--- src/rtl/acc_core_pkg.sv ---
// acc_core_pkg
// Shared definitions for the accumulator core: opcode encodings, the
// instruction-cycle state enum and the instruction field geometry.
//
// The opcode always lives in the top OPC_W bits of the instruction word. The
// data address occupies the low ADDR_SIZE bits. The immediate occupies every
// bit below the opcode. Both widths depend on module parameters, so only the
// opcode width is fixed here.
package acc_core_pkg;

  // Instruction field geometry
  localparam int OPC_W = 4;  // opcode width, top of the instruction word

  // Instruction cycle states
  typedef enum logic [1:0] {
    S_FETCH  = 2'd0,
    S_DECODE = 2'd1,
    S_MEM    = 2'd2,
    S_HALT   = 2'd3
  } state_e;

  // Opcodes
  localparam logic [OPC_W-1:0] OP_LD   = 4'h0;
  localparam logic [OPC_W-1:0] OP_ST   = 4'h1;
  localparam logic [OPC_W-1:0] OP_ADD  = 4'h2;
  localparam logic [OPC_W-1:0] OP_SUB  = 4'h3;
  localparam logic [OPC_W-1:0] OP_JMP  = 4'h4;
  localparam logic [OPC_W-1:0] OP_JGE  = 4'h5;
  localparam logic [OPC_W-1:0] OP_JNZ  = 4'h6;
  localparam logic [OPC_W-1:0] OP_HALT = 4'h7;
  localparam logic [OPC_W-1:0] OP_AND  = 4'h8;
  localparam logic [OPC_W-1:0] OP_OR   = 4'h9;
  localparam logic [OPC_W-1:0] OP_XOR  = 4'hA;
  localparam logic [OPC_W-1:0] OP_LDI  = 4'hB;
  localparam logic [OPC_W-1:0] OP_SHL  = 4'hC;
  localparam logic [OPC_W-1:0] OP_SHR  = 4'hD;
  localparam logic [OPC_W-1:0] OP_CALL = 4'hE;
  localparam logic [OPC_W-1:0] OP_RET  = 4'hF;

  // True for every opcode that needs a data-port access in the MEM state.
  function automatic logic op_uses_dmem(input logic [OPC_W-1:0] op);
    case (op)
      OP_LD, OP_ST, OP_ADD, OP_SUB, OP_AND, OP_OR, OP_XOR: op_uses_dmem = 1'b1;
      default:                                             op_uses_dmem = 1'b0;
    endcase
  endfunction

endpackage

--- src/rtl/acc_core_alu.sv ---
// acc_core_alu
// Purely combinational accumulator datapath. It produces the new accumulator
// value for one opcode from the current accumulator and an operand. The
// operand is the data-port read word for memory ops, or the zero-extended
// immediate for LDI.
//
// Ports:
//   op_i       in   OPC_W      opcode selecting the operation
//   acc_i      in   WORD_SIZE  current accumulator
//   operand_i  in   WORD_SIZE  memory word or extended immediate
//   result_o   out  WORD_SIZE  new accumulator value (acc_i if op has none)
module acc_core_alu
  import acc_core_pkg::*;
#(
  parameter int WORD_SIZE = 16
) (
  input  logic [OPC_W-1:0]     op_i,
  input  logic [WORD_SIZE-1:0] acc_i,
  input  logic [WORD_SIZE-1:0] operand_i,
  output logic [WORD_SIZE-1:0] result_o
);

  always_comb begin
    result_o = acc_i;
    case (op_i)
      OP_LD, OP_LDI: result_o = operand_i;
      // Add and subtract wrap modulo 2^WORD_SIZE; no flags are kept.
      OP_ADD:        result_o = acc_i + operand_i;
      OP_SUB:        result_o = acc_i - operand_i;
      OP_AND:        result_o = acc_i & operand_i;
      OP_OR:         result_o = acc_i | operand_i;
      OP_XOR:        result_o = acc_i ^ operand_i;
      OP_SHL:        result_o = {acc_i[WORD_SIZE-2:0], 1'b0};
      OP_SHR:        result_o = {1'b0, acc_i[WORD_SIZE-1:1]};
      default:       result_o = acc_i;
    endcase
  end

endmodule

--- src/rtl/acc_core.sv ---
// acc_core
// Parametrised single-accumulator processor core. Instruction and data
// memories live outside the core. Each is reached through a request/ready
// handshake, and the memory may insert any number of wait states.
// Each instruction runs FETCH -> DECODE [-> MEM] and then returns to FETCH.
// HALT and unsupported opcodes park the core in HALT until reset.
//
// Build option: define ACC_CORE_CALL_EN to add a single link register and
// the CALL (E) / RET (F) opcodes. Without it those opcodes are illegal.
//
// Parameters:
//   WORD_SIZE     data/instruction width, must be >= ADDR_SIZE + 4
//   ADDR_SIZE     instruction and data address width
//   RESET_VECTOR  instruction pointer value after reset
//
// Ports:
//   sysclk      in   1          clock, all state on the rising edge
//   rst         in   1          synchronous active-high reset
//   imem_req    out  1          instruction fetch request (FETCH state)
//   imem_addr   out  ADDR_SIZE  fetch address, equals ip
//   imem_rdata  in   WORD_SIZE  instruction word, valid with imem_ready
//   imem_ready  in   1          fetch completes this cycle
//   dmem_req    out  1          data access request (MEM state)
//   dmem_we     out  1          write qualifier, only for ST
//   dmem_addr   out  ADDR_SIZE  address field of the current instruction
//   dmem_wdata  out  WORD_SIZE  accumulator
//   dmem_rdata  in   WORD_SIZE  read data, valid with dmem_ready
//   dmem_ready  in   1          data access completes this cycle
//   acc_out     out  WORD_SIZE  accumulator
//   ip_out      out  ADDR_SIZE  instruction pointer
//   halted      out  1          core stopped
//   illegal     out  1          core stopped on an unsupported opcode
module acc_core
  import acc_core_pkg::*;
#(
  parameter int                   WORD_SIZE    = 16,
  parameter int                   ADDR_SIZE    = 12,
  parameter logic [ADDR_SIZE-1:0] RESET_VECTOR = '0
) (
  input  logic                 sysclk,
  input  logic                 rst,
  output logic                 imem_req,
  output logic [ADDR_SIZE-1:0] imem_addr,
  input  logic [WORD_SIZE-1:0] imem_rdata,
  input  logic                 imem_ready,
  output logic                 dmem_req,
  output logic                 dmem_we,
  output logic [ADDR_SIZE-1:0] dmem_addr,
  output logic [WORD_SIZE-1:0] dmem_wdata,
  input  logic [WORD_SIZE-1:0] dmem_rdata,
  input  logic                 dmem_ready,
  output logic [WORD_SIZE-1:0] acc_out,
  output logic [ADDR_SIZE-1:0] ip_out,
  output logic                 halted,
  output logic                 illegal
);

  localparam int IMM_W = WORD_SIZE - OPC_W;

  // Architectural state
  state_e                 state_q,   state_d;
  logic [WORD_SIZE-1:0]   acc_q,     acc_d;
  logic [WORD_SIZE-1:0]   ir_q,      ir_d;
  logic [ADDR_SIZE-1:0]   ip_q,      ip_d;
  logic                   illegal_q, illegal_d;
`ifdef ACC_CORE_CALL_EN
  logic [ADDR_SIZE-1:0]   lr_q,      lr_d;
`endif

  // Instruction fields of the latched instruction
  logic [OPC_W-1:0]     opcode;
  logic [ADDR_SIZE-1:0] addr_s;
  logic [WORD_SIZE-1:0] imm_ext;
  logic [WORD_SIZE-1:0] alu_operand;
  logic [WORD_SIZE-1:0] alu_result;

  assign opcode  = ir_q[WORD_SIZE-1 -: OPC_W];
  assign addr_s  = ir_q[ADDR_SIZE-1:0];
  assign imm_ext = {{OPC_W{1'b0}}, ir_q[IMM_W-1:0]};

  // The single ALU serves both the MEM-state ops (operand from the data
  // port) and the DECODE-state ops (LDI immediate; shifts ignore it).
  assign alu_operand = (state_q == S_MEM) ? dmem_rdata : imm_ext;

  acc_core_alu #(
    .WORD_SIZE (WORD_SIZE)
  ) u_alu (
    .op_i      (opcode),
    .acc_i     (acc_q),
    .operand_i (alu_operand),
    .result_o  (alu_result)
  );

  // Next-state logic. The ready inputs only matter in the state that owns the
  // matching request. A ready seen in any other state is ignored.
  always_comb begin
    state_d   = state_q;
    acc_d     = acc_q;
    ir_d      = ir_q;
    ip_d      = ip_q;
    illegal_d = illegal_q;
`ifdef ACC_CORE_CALL_EN
    lr_d      = lr_q;
`endif

    case (state_q)
      S_FETCH: begin
        if (imem_ready) begin
          ir_d    = imem_rdata;
          ip_d    = ip_q + ADDR_SIZE'(1);  // wraps at 2^ADDR_SIZE
          state_d = S_DECODE;
        end
      end

      S_DECODE: begin
        state_d = S_FETCH;
        if (op_uses_dmem(opcode)) begin
          state_d = S_MEM;
        end else begin
          // ip_q already points past this instruction. A taken branch
          // simply overwrites it.
          case (opcode)
            OP_JMP:  ip_d = addr_s;
            OP_JGE:  if (!acc_q[WORD_SIZE-1]) ip_d = addr_s;
            OP_JNZ:  if (acc_q != '0) ip_d = addr_s;
            OP_HALT: state_d = S_HALT;
            OP_LDI, OP_SHL, OP_SHR: acc_d = alu_result;
`ifdef ACC_CORE_CALL_EN
            OP_CALL: begin
              lr_d = ip_q;  // return address is the incremented ip
              ip_d = addr_s;
            end
            OP_RET:  ip_d = lr_q;
`endif
            default: begin
              state_d   = S_HALT;
              illegal_d = 1'b1;
            end
          endcase
        end
      end

      S_MEM: begin
        // Address and write data come straight from ir/acc. Both stay
        // frozen while waiting, so the request is stable until ready.
        if (dmem_ready) begin
          if (opcode != OP_ST) acc_d = alu_result;
          state_d = S_FETCH;
        end
      end

      S_HALT: begin
        state_d = S_HALT;
      end

      default: begin
        state_d = S_HALT;
      end
    endcase
  end

  always_ff @(posedge sysclk) begin
    if (rst) begin
      state_q   <= S_FETCH;
      acc_q     <= '0;
      ir_q      <= '0;
      ip_q      <= RESET_VECTOR;
      illegal_q <= 1'b0;
`ifdef ACC_CORE_CALL_EN
      lr_q      <= '0;
`endif
    end else begin
      state_q   <= state_d;
      acc_q     <= acc_d;
      ir_q      <= ir_d;
      ip_q      <= ip_d;
      illegal_q <= illegal_d;
`ifdef ACC_CORE_CALL_EN
      lr_q      <= lr_d;
`endif
    end
  end

  // Bus outputs decode from registers only, so there is no ready->req path.
  assign imem_req   = (state_q == S_FETCH);
  assign imem_addr  = ip_q;
  assign dmem_req   = (state_q == S_MEM);
  assign dmem_we    = (state_q == S_MEM) && (opcode == OP_ST);
  assign dmem_addr  = addr_s;
  assign dmem_wdata = acc_q;

  assign acc_out = acc_q;
  assign ip_out  = ip_q;
  assign halted  = (state_q == S_HALT);
  assign illegal = illegal_q;

endmodule

--- config.mk ---
export PLATFORM = sky130hd
export DESIGN_NAME = acc_core
export DESIGN_NICKNAME = d
export VERILOG_FILES = /design/src/rtl/acc_core_pkg.sv /design/src/rtl/acc_core_alu.sv /design/src/rtl/acc_core.sv
export SDC_FILE = /design/constraint.sdc
export NUM_CORES = 1
export LEC_CHECK = 0
export ABC_AREA = 1
export CAP_MARGIN = 0
export CELL_PAD_IN_SITES_DETAIL_PLACEMENT = 2
export CELL_PAD_IN_SITES_GLOBAL_PLACEMENT = 2
export CORE_MARGIN = 3
export CORE_UTILIZATION = 25
export CTS_BUF_LIST = sky130_fd_sc_hd__clkbuf_8
export DETAILED_ROUTE_END_ITERATION = 12
export GPL_ROUTABILITY_DRIVEN = 0
export PLACE_DENSITY_LB_ADDON = 0.05
export SYNTH_ARGS = -nofsm -noshare
export SYNTH_HDL_FRONTEND = slang
export SYNTH_HIERARCHICAL = 1
export SYNTH_SLANG_ARGS = --single-unit
export TNS_END_PERCENT = 1
--- constraint.sdc ---
create_clock -name sysclk -period 3.1 [get_ports sysclk]
set_input_delay 0.62 -clock sysclk [delete_from_list [all_inputs] [get_ports sysclk]]
set_output_delay 0.62 -clock sysclk [all_outputs]
set_load 0.03 [all_outputs]
# Word-level counts from Yosys, hierarchy flattened
# Cells that the tools add are included.
[totals]
regBits = 47
latchBits = 0
ram_bits = 0
mem_bits_ro = 0
input_bits = 36
out_inout_bits = 73
elab_cells = 74
mem_count = 0
[op_classes]
n_addsub = 3
multipliers = 0
div_mod_pow = 0
n_lt_le_gt_ge = 0
n_eq_ne = 25
shifts = 0
muxes = 20
n_bitwise = 5
n_reduce_logical = 16
[op_table]
columns = ["op", "count"]
rows = [
  ["16-bit one-hot mux with 8 select lines", 1],
  ["16-bit two-way mux", 5],
  ["12-bit two-way mux", 4],
  ["12-bit one-hot mux with 3 select lines", 1],
  ["16-bit one-hot mux with 2 select lines", 1],
  ["4-bit == test (second input constant)", 6],
  ["12-bit one-hot mux with 2 select lines", 1],
  ["16-bit adder", 1],
  ["16-bit bitwise AND", 1],
  ["4-bit by 3-bit == test with 1-bit output (second input constant)", 4],
  ["16-bit OR", 1],
  ["16-bit nonzero test", 1],
  ["16-bit subtractor", 1],
  ["16-bit XOR", 1],
  ["7-bit OR reduction", 2],
  ["12-bit by 1-bit adder with 12-bit output (second input constant)", 1],
  ["4-bit by 2-bit == test with 1-bit output (second input constant)", 2],
  ["2-bit two-way mux", 4],
  ["2-bit by 1-bit != test with 1-bit output (second input constant)", 4],
  ["2-bit one-hot mux with 4 select lines", 1],
  ["3-bit != test (second input constant)", 2],
  ["6-bit AND reduction", 1],
  ["6-bit OR reduction", 1],
  ["5-bit AND reduction", 1],
  ["other kinds (16)", 21],
]

# Depth between registers and ports, before layout
# Gate-level depths: netlist of run 1.
[logic_depth]
ltp_word = 7
mapped_depth = 28
ltp_nobuf = 27

# By module
# Netlist of run 1, hierarchy kept.
[modules_own_cells]
columns = ["module", "instances", "cells_each", "area_per_inst_um2", "seq_area_each_um2"]
rows = [
  ["acc_core", 1, 424, 2717.6, 940.9],
  ["acc_core_alu", 1, 466, 2662.6, 0.0],
]

# Worst setup path after synthesis of run 1
# No wires, ideal clock.
[synth_timing]
kind = "reg-to-reg"
startpoint = "register state_q[1]"
endpoint = "register acc_q[15] (netlist: acc_out[15])"
setup_ns = 0.114
t_arrival_ns = 3.363
t_required_ns = 2.986
slack_ns = -0.377
path_stages_with_launch = 21
path_buffers = 1
period_less_slack_ns = 3.477
cell_sequence = "dfxtp_1 -> inv_1 -> nor2_2 -> clkbuf_1 -> o21ai_0 -> nor2_1 -> nand2_1 -> o31ai_1 -> o21ai_1 -> xor2_1 -> ha_1 -> nand2_1 -> inv_1 -> a21oi_1 -> nand2_1 -> a21oi_1 -> nand3_1 -> nand3_1 -> a21oi_1 -> o21ai_1 -> nor2_1"
[synth_between]
elab_chain_cells = 7
word_cells_on_any_way = 20
cone_classes = "2 x add/sub; 6 x eq/ne; 7 x mux; 3 x bitwise; 2 x reduce/logical"
[synth_lines]
columns = ["element", "line", "source"]
rows = [
  ["from (decl)", "acc_core.sv:61", "state_e state_q, state_d;"],
  ["from (signal assigned)", "acc_core.sv:173", "state_q <= state_d;"],
  ["2-bit == test *", "n/a", ""],
  ["net dmem_req", "acc_core.sv:46", "output logic dmem_req,"],
  ["16-bit two-way mux *", "acc_core.sv:83", "assign alu_operand = (state_q == S_MEM) ? dmem_rdata : imm_ext;"],
  ["net alu_operand[8]", "acc_core.sv:74", "logic [WORD_SIZE-1:0] alu_operand;"],
  ["16-bit subtractor / 16-bit adder (equally long branches)", "acc_core_alu.sv:29, acc_core_alu.sv:28", ""],
  ["16-bit one-hot mux with 8 select lines *", "acc_core_alu.sv:25", "case (op_i)"],
  ["16-bit two-way mux, on equally long branches", "acc_core.sv:147, acc_core.sv:122", ""],
  ["16-bit two-way mux, on equally long branches", "acc_core.sv:146, acc_core.sv:117", ""],
  ["16-bit one-hot mux with 2 select lines *", "acc_core.sv:106", "case (state_q)"],
  ["net acc_d[15]", "acc_core.sv:62", "logic [WORD_SIZE-1:0] acc_q, acc_d;"],
  ["to (signal assigned)", "acc_core.sv:165", "acc_q <= '0;"],
  ["to (signal assigned)", "acc_core.sv:174", "acc_q <= acc_d;"],
  ["to (decl)", "acc_core.sv:62", ""],
]
# Mark *: on every way through the listed nets, which the timed path passes. The rest lies on a longest branch. The select of a mux whose other input is x is not followed.
# A chain may end at the register's enable or synchronous reset.

# Worst setup path after layout of run 1
[layout_timing]
startpoint = "input port dmem_rdata[6]"
endpoint = "register acc_q[14] (netlist: acc_out[14])"
[layout_between]
elab_chain_cells = 6
word_cells_on_any_way = 9
cone_classes = "2 x add/sub; 7 x mux"
[layout_lines]
columns = ["element", "line", "source"]
rows = [
  ["from (decl)", "acc_core.sv:50", "input logic [WORD_SIZE-1:0] dmem_rdata,"],
  ["16-bit two-way mux *", "acc_core.sv:83", ""],
  ["net alu_operand[6]", "acc_core.sv:74", ""],
  ["16-bit subtractor / 16-bit adder (equally long branches)", "acc_core_alu.sv:29, acc_core_alu.sv:28", ""],
  ["16-bit one-hot mux with 8 select lines *", "acc_core_alu.sv:25", ""],
  ["16-bit two-way mux, on equally long branches", "acc_core.sv:147, acc_core.sv:122", ""],
  ["16-bit two-way mux, on equally long branches", "acc_core.sv:146, acc_core.sv:117", ""],
  ["16-bit one-hot mux with 2 select lines *", "acc_core.sv:106", ""],
  ["net acc_d[14]", "acc_core.sv:62", ""],
]
# Marked as above.

==> results of run 1 <==
==> through the flow <==
stage	power, uW	instances	util (%)	hold slack, ns	TNS (ns)
5_1_grt	5910	1326	36.0	0.537	-3.97
4_1_cts	5420	1325	35.6	0.499	-1.03
3_5_place_dp	4650	1312	33.8	0.467	-9.78
3_3_place_gp	4510	1312	33.8	0.461	-7.79
6_report	5450	1326	36.0	0.493	-1.00
2_1_floorplan	3090	890	-	0.452	0
==> flip-flops by register name, indices dropped and copies added, names as in the netlist <==
| name | cells |
|---|---|
| state_q | 2 |
| illegal | 1 |
| ir_q | 16 |
| acc_out | 16 |
| imem_addr | 12 |
==> cell families after synthesis <==
group,count (synthesis)
flops,47
fa+ha+maj,50
buf+inv,181
xor+xnor,16
simple gates,458
compound gates,138
==> layout make-up <==
cell class	instances	area [sq um]	share of cell area [%]
clock buffers	5	68.8	0.907
flip-flops and latches	47	943	12.4
repair buffers	216	1910	25.2
inverters	118	445	5.87
clock inverters	3	22.5	0.297
well taps	275	344	4.53
multi-input cells	662	3860	50.8
==> layer usage <==
layer,GRT usage (%),vias to the layer above
li1,-,3113
met1,26.1,3150
met4,3.95,0
met2,40.3,92
met5,0,-
met3,2.36,17
==> Yosys cell counts, drive strengths merged <==
| cell | n |
|---|---|
| nand2 | 198 |
| nor2 | 170 |
| inv | 118 |
| o21ai | 70 |
| buf | 53 |
| nand3 | 51 |
| ha | 49 |
| dfxtp | 47 |
| a21oi | 40 |
| o22ai | 14 |
| xor2 | 14 |
| clkbuf | 10 |
| nand4 | 9 |
| nor3 | 9 |
| or2 | 9 |
| nand3b | 7 |
| nor4 | 5 |
| a211oi | 4 |
| o211ai | 3 |
| a31oi | 2 |
| xnor2 | 2 |
| fa | 1 |
| o2111ai | 1 |
| o21a | 1 |
| o21bai | 1 |
| o221ai | 1 |
| o31ai | 1 |
==> what timing repair did <==
action,CTS,global route
gates resized for setup,69,17
setup endpoints to repair,13,13
setup buffers,5,1
pin swaps,38,4
==> worst register-to-register path, cell delays in order, from the launching register on <==
cell and delay, ns:
dfxtp_2 0.35, inv_2 0.05, nor2_4 0.12, buf_12 0.15
nand2_1 0.08, o21ai_2 0.08, inv_2 0.08, ha_4 0.16
nand3_2 0.10, nor2_4 0.05, nand2_2 0.10, nor2_4 0.05
a21oi_1 0.16, xor2_1 0.19, inv_1 0.11, ha_4 0.30
nand2_1 0.06, inv_1 0.12, nand2_1 0.10, nor3_2 0.16
nand2_1 0.08, nand3_1 0.08, nand2_1 0.06, nand3_1 0.07
a21oi_1 0.07, o21ai_1 0.14, nor2_1 0.05
==> final timing paths <==
check	start	end	slack, ns	depth (start not counted)
worst min-delay path	ir_q[4]	ir_q[4]	0.49	2
worst max-delay path	dmem_rdata[6]	acc_out[14]	-0.16	19
worst min register to register	ir_q[4]	ir_q[4]	0.49	2
worst max register to register	state_q[1]	acc_out[15]	-0.12	26
==> power by group through the flow <==
stage / clock network, uW / registers [uW] / logic [uW]
floorplan: 0 / 1040 / 2060
global placement: 0 / 929 / 3590
detailed placement: 0 / 936 / 3720
CTS: 482 / 930 / 4010
global route: 503 / 953 / 4450
finish: 462 / 920 / 4070
==> flow_summary.toml, run 1 <==
[clocking]
cts-buffers-inserted = 5
cts_tree = "built"
cts_buffer_depth = 2
cts_sinks = 47
hold_buffers = 0
path_clk_slew_ns = 0.12
cts-htree-levels = 2
clk_latency_ns = 0.34
root_buffer = "clkbuf_8"

[global_routing]
track_usage_pct = 21.3
antenna_found_initial = 0
grt_max_degree = 27
grt_pass1_vias = 7235
gr-total-overflow = 0
grt_pass1_wl_mm = 40.1

[detailed_routing]
wl_met3_microns = 534
vias = 6372
wl_met1_mm = 11.2
routed_wirelength_mm = 25.3
highest_layer = "met4"
drc = 0
first_iter_violations = 206
met2WireLength_mm = 13.2
route.antenna.remaining_nets = 0
routedWlPerCell_microns = 19.1
via_per_inst = 4.81
first_pass_iters = 4

[pwr]
p_leak_uw = 0.00343
seq_power_share_pct = 16.9
clock_power_share_pct = 8.5
p_int_uw = 2590
swShare_pct = 52.5
power_density_mw_per_mm2 = 718
comb_power_share_pct = 74.6
vdd_ir_drop_max_mv = 0.254
p_sw_uw = 2860

[timing]
fin_ws_ns = -0.160
fin_skew_ns = 0.0139
period_needed_ns = 3.26
hold_violations = 0
worstMarginPinSlew_ns = 0.827
fin_crit_sh_pct = 105
clock.fmax_ghz = 0.307
slew-limit-headroom_pct = 44.8
slew_violations = 0
setup_viol = 11
rsz0062_at_grt = "yes"

[synthesis]
netlist_area_sq_mm = 0.00538
syn_inst = 890
syn_avg_cell_area_sq_um = 6.05
ys_ff_latch = 47
synth_compound_area_share_pct = 14.2
yosysWarnings = 6
synthSimpleGateAreaFrac_pct = 37.0
synth_mux_area_share_pct = 0
synth_top_area_share_pct = 17.5
synth_xor_area_share_pct = 2.60
synth_area_leaders = "dfxtp_1, nand2_1, ha_1"
ys_types = 43
synth_top_family_by_area = "simple AND/OR/NAND/NOR gates"
ys_seq_area_share_pct = 17.5
synth_nets = 976
yosysTopAreaCell = "dfxtp_1"
synth_fa_ha_area_share_pct = 11.8

[setup_path]
cpLargestDelayFamily = "compound AO/OA/AOI/OAI gates"
worstSetupPathType = "input port to flop"
cp_slowest_cell = "clkdlybuf4s50_1"
cp.buffers_inverters = 2
cp.arrival_ns = 3.55
cp_data_required_time_ns = 3.39
cp_max_fo = 4
slowest_delay_ns = 0.43
endpoint_kind = "flop"
path_cells = "clkdlybuf4s50_1 -> nand2_1 -> o21ai_0 -> nor2_1 -> nand2_2 -> o31ai_2 -> buf_4 -> o21ai_1 -> xor2_1 -> ha_1 -> a21oi_2 -> o21ai_1 -> a21oi_1 -> nand2_1 -> nand2_1 -> nand3_1 -> a21oi_1 -> o21ai_1 -> nor2_1"
startpoint_type = "input port"

[place]
port_buffers = 108
dp.final_hpwl_mm = 20.1
dpl_worst_slack_ns = -0.839
place_area_sq_mm = 0.00713

[cells_and_area]
fillers = 2582
layout_common_cells = "nand2_1, nor2_1, clkdlybuf4s50_1, buf_4, inv_1"
final_common_cell = "nand2_1"
antenna_cells = 0
drive_above_1_share_pct = 21.9
area_growth_pct = 41.1
nets = 1136
fin_area_sq_mm = 0.00759

[floorplan]
placementRows = 53
die_x_microns = 153
start_util_pct = 25.5
coreArea_sq_mm = 0.0211
fp.dieH_microns = 153
ios = 109
dieArea_sq_mm = 0.0233

[outcome]
status = "complete, but fails checks"
violations = "setup timing"

[flow_run]
drv_cap = 0

[worst_hold_path]
hp-class = "flop to flop"
Power figures use the tool's default switching activity.
==> inputs of run 2 (changes only) <==
--- a/config.mk
+++ b/config.mk
@@ -12,6 +12,7 @@
 export CORE_MARGIN = 3
 export CORE_UTILIZATION = 25
 export CTS_BUF_LIST = sky130_fd_sc_hd__clkbuf_8
+export CTS_CLUSTER_SIZE = 14
 export DETAILED_ROUTE_END_ITERATION = 12
 export GPL_ROUTABILITY_DRIVEN = 0
 export PLACE_DENSITY_LB_ADDON = 0.05
==> results of run 2 <==
Same layout as run 1: the final DEF is identical, and so are final timing and power.
==> inputs of run 3 (changes only) <==
--- a/config.mk
+++ b/config.mk
@@ -5,14 +5,12 @@
 export SDC_FILE = /design/constraint.sdc
 export NUM_CORES = 1
 export LEC_CHECK = 0
-export ABC_AREA = 1
 export CAP_MARGIN = 0
-export CELL_PAD_IN_SITES_DETAIL_PLACEMENT = 2
-export CELL_PAD_IN_SITES_GLOBAL_PLACEMENT = 2
+export CELL_PAD_IN_SITES_DETAIL_PLACEMENT = 0
+export CELL_PAD_IN_SITES_GLOBAL_PLACEMENT = 1
 export CORE_MARGIN = 3
 export CORE_UTILIZATION = 25
 export CTS_BUF_LIST = sky130_fd_sc_hd__clkbuf_8
-export CTS_CLUSTER_SIZE = 14
 export DETAILED_ROUTE_END_ITERATION = 12
 export GPL_ROUTABILITY_DRIVEN = 0
 export PLACE_DENSITY_LB_ADDON = 0.05
==> run 3 against run 2 <==
Effect of this change: sequential cell count is the same; fmax is 7.3% lower; the flow still finishes with violations (setup timing); synthesized cell count shrank 17%; largest cell class unchanged; largest power group unchanged.
==> flow_summary.toml, run 3 <==
[synthesis]
syn_inst = 735
synth_area_leaders = "dfxtp_1, ha_1, nand2_1"
synth-edff-count = 0
ys_ff_latch = 47
synth_common_cells = "nand2_1, nor2_1, a21oi_1, ha_1, dfxtp_1"
synthArstFlopShare_pct = 0
yosysMostFrequentCell = "nand2_1"
synth_top_area_share_pct = 17.2
yosysTopAreaCell = "dfxtp_1"
syn_avg_cell_area_sq_um = 7.45
synth_nets = 821
yosysWarnings = 6
netlist_area_sq_mm = 0.00547
ys_types = 80
synthFlopType = "dfxtp_1"
ys_seq_area_share_pct = 17.2

[timing]
setup_viol = 10
fin_hold_ws_ns = 0.520
hold_violations = 0
fin_crit_sh_pct = 113
fin_skew_ns = 0.00701
slew_violations = 0
fin_ws_ns = -0.418
period_needed_ns = 3.52
rsz0062_at_grt = "yes"
worstMarginPinSlew_ns = 0.800
slew-limit-headroom_pct = 46.7
fin_tns_setup_ns = -2.52
clock.fmax_ghz = 0.284

[setup_path]
worstSetupPathType = "input port to flop"
startpoint_type = "input port"
cp_slowest_cell = "clkdlybuf4s50_1"
cp_data_required_time_ns = 3.32
cp_max_fo = 3
cp.arrival_ns = 3.74
slowest_delay_ns = 0.41
crit_top_cell = "a31oi_4"
path_cells = "clkdlybuf4s50_1 -> mux2_4 -> buf_4 -> nor3_4 -> and3_4 -> a31oi_4 -> xnor2_1 -> ha_1 -> a2111o_1 -> a31oi_4 -> o31ai_2 -> a311oi_2 -> xor2_1 -> o21ai_1 -> mux2i_1 -> nor2_1"
endpoint_kind = "flop"

[clocking]
cts_buffer_depth = 2
cts_tree = "built"
cts-buffers-inserted = 5
path_clk_slew_ns = 0.11
root_buffer = "clkbuf_8"
clk_latency_ns = 0.33
cts-htree-levels = 2
cts_sinks = 47
hold_buffers = 0

[global_routing]
gr-total-overflow = 0
grt_max_degree = 47
antenna_found_initial = 0
grt_pass1_vias = 5891
met2_usage_pct = 30.5
grt.busiest_layer = "met2"
met1_usage_pct = 25.9
grt_use_met3_pct = 1.94
grt_pass1_wl_mm = 34.9
track_usage_pct = 18.4

[worst_hold_path]
hp-class = "flop to flop"

[floorplan]
start_util_pct = 25.7
placementRows = 53
ios = 109
dieArea_sq_mm = 0.0237
coreArea_sq_mm = 0.0213
fp.dieH_microns = 154
die_x_microns = 154

[detailed_routing]
routed_wirelength_mm = 22.3
vias = 5828
via_per_inst = 5.09
first_pass_iters = 6
drc = 0
route.antenna.remaining_nets = 0
routedWlPerCell_microns = 19.4
first_iter_violations = 298

[place]
dp.final_hpwl_mm = 16.6
place_area_sq_mm = 0.00720
port_buffers = 108
placed_cells = 1134

[flow_run]
drv_cap = 0

[cells_and_area]
fin_area_sq_mm = 0.00746
area_growth_pct = 36.3
antenna_cells = 0
layout.cells.non_filler = 1146
layout_common_cells = "clkdlybuf4s50_1, buf_4, nand2_1, nor2_1, a21oi_1"
final_common_cell = "clkdlybuf4s50_1"
drive_above_1_share_pct = 21.4
nets = 956

[pwr]
vdd_ir_drop_max_mv = 0.181
p_total_uw = 2450
power_density_mw_per_mm2 = 329
p_leak_uw = 0.00296

[outcome]
status = "complete, but fails checks"
violations = "setup timing"
## run 3: changes by cell type in the layout (fill, tap and decap cells not counted), sizes merged, moves of 8 or more
cell    change
and2        +8
a21oi      +19
xor2        -9
o21ai      -26
a31oi      +11
mux2       +14
inv        -81
nor2      -110
nand2b      +8
nand2     -112
nand3      -33
mux2i      +24
xnor2      +18
## run 3: area by class of cell
cell class / instances / area, sq um
multi-input cells: 564 / 4050
fillers: 2248 / 13800
clock inverters: 3 / 22.5
inverters: 39 / 146
clock buffers: 5 / 68.8
well taps: 275 / 344
flip-flops and latches: 47 / 942
repair buffers: 213 / 1890
## run 3: final timing paths
| kind | to | cells after the start | startpoint | slack, ns |
|---|---|---|---|---|
| setup / recovery | acc_out[14] | 16 | dmem_rdata[0] | -0.42 |
| hold / removal | ir_q[10] | 2 | ir_q[10] | 0.52 |
| hold reg to reg | ir_q[10] | 2 | ir_q[10] | 0.52 |
| setup reg to reg | acc_out[14] | 17 | state_q[1] | -0.39 |
## run 3: report_power, final
group	internal [uW]	total [uW]	leakage (uW)	switching (uW)
Clock	165	437	0.0000489	272
Sequential	628	663	0.000383	34.6
Combinational	622	1360	0.00253	734
Total	1410	2450	0.00296	1040
## run 3: layer usage
metal | wire (microns) | up-vias
met3 | 712 | 13
met2 | 10600 | 146
met1 | 10800 | 2796
met5 | 0 | -
li1 | - | 2873
met4 | 224 | 0
## run 3: worst max-delay path: cells and delay by family
| kind | cells | cell delay (ns) |
|---|---|---|
| mux | 2 | 0.41 |
| xor+xnor | 2 | 0.30 |
| compound gates | 6 | 1.07 |
| fa+ha+maj | 1 | 0.29 |
| simple gates | 3 | 0.49 |
| buf+inv | 2 | 0.56 |
## run 3: cells by family after synthesis
group | after synthesis | synth area share, %
compound gates | 212 | 26.1
buf+inv | 124 | 12.3
simple gates | 239 | 21.5
flops | 47 | 17.2
xor+xnor | 25 | 4.00
fa+ha+maj | 50 | 11.6
mux | 38 | 7.27
## run 3: stage by stage
step / setup slack [ns] / util, %
3_5_place_dp: -0.862 / 33.8
3_3_place_gp: -0.846 / 33.8
4_1_cts: -0.412 / 34.7
6_report: -0.418 / 35.0
2_1_floorplan: -0.323 / -
5_1_grt: -0.565 / 35.0
## run 3: timing repair
action	CTS	global route
resized for setup	22	12
pin swaps	7	9
setup endpoints to repair	12	13
setup buffers	0	4
